==> src/rtl/sc_clkdiv.sv <==
// Programmable clock divider with burst/continuous modes and a clean stop that
// always completes the current period, so clk_out never carries a runt pulse.
module sc_clkdiv #(
    parameter int DIV_W  = 8,
    parameter int MIN_HI = 1
) (
    input  logic             clk,
    input  logic             rstn,
    input  logic             en,
    input  logic             start,
    input  logic [DIV_W-1:0] div_ratio,
    input  logic [DIV_W-1:0] hi_cnt,
    input  logic [15:0]      burst_len,
    output logic             clk_out,
    output logic             busy,
    output logic             done,
    output logic [DIV_W-1:0] phase_cnt
);

    typedef enum logic [1:0] {IDLE, RUN, STOP} state_t;

    localparam logic [DIV_W-1:0] TWO    = DIV_W'(2);
    localparam logic [DIV_W-1:0] ONE    = DIV_W'(1);
    localparam logic [DIV_W-1:0] MIN_HV = DIV_W'(MIN_HI);

    state_t           state_q;
    logic [DIV_W-1:0] phase_q, n_q, hi_q;
    logic [15:0]      per_q;
    logic             clk_q, busy_q, done_q;

    logic [DIV_W-1:0] n_d, hmax, hi_d, phase_nxt;
    logic [15:0]      per_inc;
    logic             wrap, burst_end;

    // Effective ratio/high time as they would be latched at this edge.
    always_comb begin
        n_d       = (div_ratio < TWO) ? TWO : div_ratio;
        hmax      = (hi_cnt < MIN_HV) ? MIN_HV : hi_cnt;
        hi_d      = (hmax > n_d - ONE) ? n_d - ONE : hmax;
        phase_nxt = phase_q + ONE;
        wrap      = (phase_q == n_q - ONE);
        per_inc   = (per_q == 16'hFFFF) ? per_q : per_q + 16'd1;
        burst_end = (burst_len != 16'd0) && (per_inc >= burst_len);
    end

    always_ff @(posedge clk or negedge rstn) begin
        if (!rstn) begin
            state_q <= IDLE;
            phase_q <= '0;
            per_q   <= '0;
            n_q     <= TWO;
            hi_q    <= ONE;
            clk_q   <= 1'b0;
            busy_q  <= 1'b0;
            done_q  <= 1'b0;
        end else begin
            done_q <= 1'b0;
            case (state_q)
                IDLE: begin
                    if (start && en) begin
                        state_q <= RUN;
                        phase_q <= '0;
                        per_q   <= '0;
                        n_q     <= n_d;
                        hi_q    <= hi_d;
                        clk_q   <= (hi_d != '0);
                        busy_q  <= 1'b1;
                    end
                end
                RUN, STOP: begin
                    if (wrap) begin
                        per_q   <= per_inc;
                        phase_q <= '0;
                        // A stop or disable seen on the wrap edge ends cleanly
                        // here rather than opening a period it would cut short.
                        if (state_q == STOP || !en || burst_end) begin
                            state_q <= IDLE;
                            clk_q   <= 1'b0;
                            busy_q  <= 1'b0;
                            done_q  <= 1'b1;
                        end else begin
                            n_q   <= n_d;
                            hi_q  <= hi_d;
                            clk_q <= (hi_d != '0);
                        end
                    end else begin
                        phase_q <= phase_nxt;
                        clk_q   <= (phase_nxt < hi_q);
                        if (state_q == RUN && !en) state_q <= STOP;
                    end
                end
                default: state_q <= IDLE;
            endcase
        end
    end

    assign clk_out   = clk_q;
    assign busy      = busy_q;
    assign done      = done_q;
    assign phase_cnt = phase_q;

endmodule

==> config.mk <==
export PLATFORM = sky130hd
export DESIGN_NAME = sc_clkdiv
export DESIGN_NICKNAME = d
export VERILOG_FILES = /design/src/rtl/sc_clkdiv.sv
export SDC_FILE = /design/constraint.sdc
export NUM_CORES = 1
export LEC_CHECK = 0
export CAP_MARGIN = 10
export CORE_ASPECT_RATIO = 2
export CORE_MARGIN = 2
export CORE_UTILIZATION = 50
export CTS_CLUSTER_SIZE = 40
export DETAILED_ROUTE_END_ITERATION = 8
export MAX_ROUTING_LAYER = met4
export PLACE_DENSITY_LB_ADDON = 0.2
export SETUP_SLACK_MARGIN = 0.5
export SLEW_MARGIN = 15
export SYNTH_ARGS = -nofsm -noshare
export SYNTH_HDL_FRONTEND = slang
export SYNTH_SLANG_ARGS = --single-unit
==> constraint.sdc <==
create_clock -name clk -period 4.3 [get_ports clk]
set_input_delay 1.29 -clock clk [delete_from_list [all_inputs] [get_ports clk]]
set_output_delay 1.29 -clock clk [all_outputs]
set_load 0.03 [all_outputs]
==> impl_metrics.csv <==
group,metric,value,unit
placed_design,dp_hpwl,7.69,mm
clock_network,postCtsHoldBufs,0,
yosys,synth_largest_area_cell,"dfrtp_1",
pwr,power_density,463,nW/um2
floorplanning,io_pins,47,
placed_design,placed_cells,571,
timing,drv_slew,0,
pwr,clkPwrFrac,0.172,
yosys,syn_area_per_cell,8.73,um2
yosys,syn_area,3770,um2
run_status,status,"finished, final reports clean",
clock_network,cts_buffers,5,
timing,slew_headroom,0.312,
grt,grt_pass1_vias,3665,
placed_design,gp_congestion,0.831,
yosys,synth_most_common_cell,"dfrtp_1",
drt,routed_wl,11.0,mm
floorplanning,die_h,127,um
timing,clock.fmax,263,MHz
placed_design,portBuffers,46,
pwr,internal_power,1.34,mW
yosys,ys_ff_latch,45,
yosys,yosys.cell_types.count,59,
clock_network,insertion_delay,290,ps
layout,n_antenna_cell,0,
critical_path,cp-end-kind,"register",
floorplanning,fp-row-count,44,
layout,fin_area,4960,um2
hold_path,min_path_type,"reg2reg",
yosys,synth_common_cells,"43 x dfrtp_1, 39 x ha_1, 35 x nand2_1, 34 x inv_1, 30 x o21ai_0",
floorplanning,start_util,0.519,
grt,grt_max_degree,46,
pwr,ir_drop,514,uV
pwr,power.share.sequential,0.291,
pwr,switching_share,0.417,
timing,hold_violations,0,
critical_path,crit_fanout,6,
timing,setup_viol,0,
drt,dr.first_iter.drc_count,170,
yosys,seq_area_frac_synth,0.299,
critical_path,crit_arrival,4020,ps
clock_network,cts_tree,"done",
timing,min_period,3810,ps
floorplanning,die_area,8300,um2
flow_run,maxCapViolCount,0,
floorplanning,dieWidth,65.4,um
layout,layout.nets,581,
yosys,synth_nets,507,
yosys,yosys-top-cells-area,"dfrtp_1 29%, ha_1 13%, xnor2_1 4.9%",
layout,regArea,1130,um2
pwr,comb_power_share,0.537,
floorplanning,core-area,7270,um2
timing,tightest_slew,1030,ps
clock_network,clock-sinks,45,
layout,layout.cells.non_filler,599,
layout,area_growth,31.4,%
clock_network,clkTransAtPathRegs,60,ps
timing,fin_skew,9.38,ps
layout,utilization,0.682,
layout,drive_gt1_frac,0.221,
yosys,synth_edf_count,0,
critical_path,worstSetupStartpointType,"input pin",
layout,multi_input_area,2620,um2
pwr,power_leakage,2.27,nW
drt,antenna_violating_nets_post_route,0,
clock_network,root_buffer,"clkbuf_16",
layout,nFillCells,606,
critical_path,worst_ep_required_time,4510,ps
placed_design,pre_cts_slack,-229,ps
drt,num_vias,3561,
timing,layout_setup_ws,491,ps
clock_network,clock_path_buffers,2,
drt,wl_per_cell,18.3,um
grt,overflow,0,
critical_path,worst-setup-path-type,"in2reg",
pwr,p_sw,0.958,mW
placed_design,dpl_cell_area,4440,um2
timing,finalCritPeriodShare,0.886,
timing,rsz0062_at_grt,"yes",
yosys,yosys.area.top_type_share,0.285,
grt,antenna_found_initial,0,
drt,first_pass_iters,4,
yosys,ys.warnings.count,0,
clock_network,ctsHtreeMaxLevel,2,
grt,grt_use_total,0.277,
grt,grt_pass1_wl,17.2,mm
yosys,synth-async-reset-ratio,1.00,
yosys,ys.flop_type,"dfrtp_1",
yosys,synthCells,432,
drt,drc,0,
timing,timing.hold.ws,510,ps
drt,viasPerCell,5.94,
cell type report:
type,count,area share
timing repair buffer,91,0.164
inverter,34,0.0257
clock inverter,2,0.00278
sequential,45,0.228
clock buffer,6,0.0280
multi-input combinational,329,0.528
tap,92,0.0232
power groups by stage:
| stage | Sequential, mW | Combinational, mW | Clock [mW] |
|---|---|---|---|
| after floorplan | 0.649 | 0.838 | 0 |
| after global placement | 0.665 | 1.11 | 0 |
| after detailed placement | 0.669 | 1.14 | 0 |
| after CTS | 0.665 | 1.18 | 0.398 |
| after global routing | 0.685 | 1.35 | 0.421 |
| final | 0.669 | 1.23 | 0.396 |
logic make-up (layout without fill, tap and decap cells):
kind of cell    Yosys count  in the layout  synth area share
buf+inv                  58            133            0.0630
flops                    45             45             0.299
simple gates            134            134             0.188
compound gates          107            107             0.193
xor+xnor                 26             26            0.0604
mux                      23             23            0.0670
fa+ha+maj                39             39             0.129
what timing repair did:
item / in CTS / in global routing
buffers inserted: 18 / 2
endpoints found under the setup margin: 16 / 18
resized for setup: 43 / 31
pin swaps: 16 / 8
layout by cell type (no fill, tap or decap), drive strengths merged, types with 6 or more instances in the layout:
cell / instances
a21o: 9
a21oi: 17
a22o: 12
and3: 9
buf: 48
clkbuf: 6
clkdlybuf4s50: 37
dfrtp: 43
ha: 39
inv: 34
mux2: 12
mux2i: 11
nand2: 36
nand2b: 6
nand3: 17
nand4: 8
nor2: 20
nor3: 6
nor4: 7
o21ai: 30
o31ai: 12
xnor2: 21
worst paths after layout:
path	start	end	slack, ps	depth (start not counted)
setup / recovery	div_ratio[2]	hi_q[0]	490	14
hold / removal	busy	busy	510	1
setup reg to reg	per_q[9]	n_q[3]	620	12
hold reg to reg	busy	busy	510	1
max in group asynchronous	rstn	per_q[8]	2420	1
min in group asynchronous	rstn	per_q[4]	1170	1
worst max-delay path: stages:
cell,delay [ps]
buf_4,130
buf_6,110
or3_4,400
nor4_4,260
nor4_1,150
xnor2_1,290
ha_1,330
nand3_1,120
o22ai_2,80
o21ai_2,180
a32oi_4,100
buf_4,190
a21o_1,150
mux2_4,250
sequential cells by signal (all words and copies together), names as in the netlist:
| name | flops |
|---|---|
| busy | 1 |
| hi_q | 8 |
| per_q | 16 |
| n_q | 8 |
| clk_out | 1 |
| phase_cnt | 8 |
| done | 1 |
| state_q | 2 |
per-stage QoR:
| stage | total power [mW] | setup TNS, ps |
|---|---|---|
| 3_3_place_gp | 1.78 | -769 |
| 4_1_cts | 2.25 | 0 |
| 2_1_floorplan | 1.49 | 0 |
| 3_5_place_dp | 1.81 | -1310 |
| 5_1_grt | 2.45 | 0 |
| 6_report | 2.30 | 0 |
per-layer routing:
layer,track usage,vias up,part of all wire
li1,-,1708,-
met1,0.257,1733,0.35
met2,0.540,87,0.59
met3,0.0319,33,0.027
met4,0.125,0,0.038
met5,-,-,0
No activity file was read; power rests on OpenSTA's default activity.
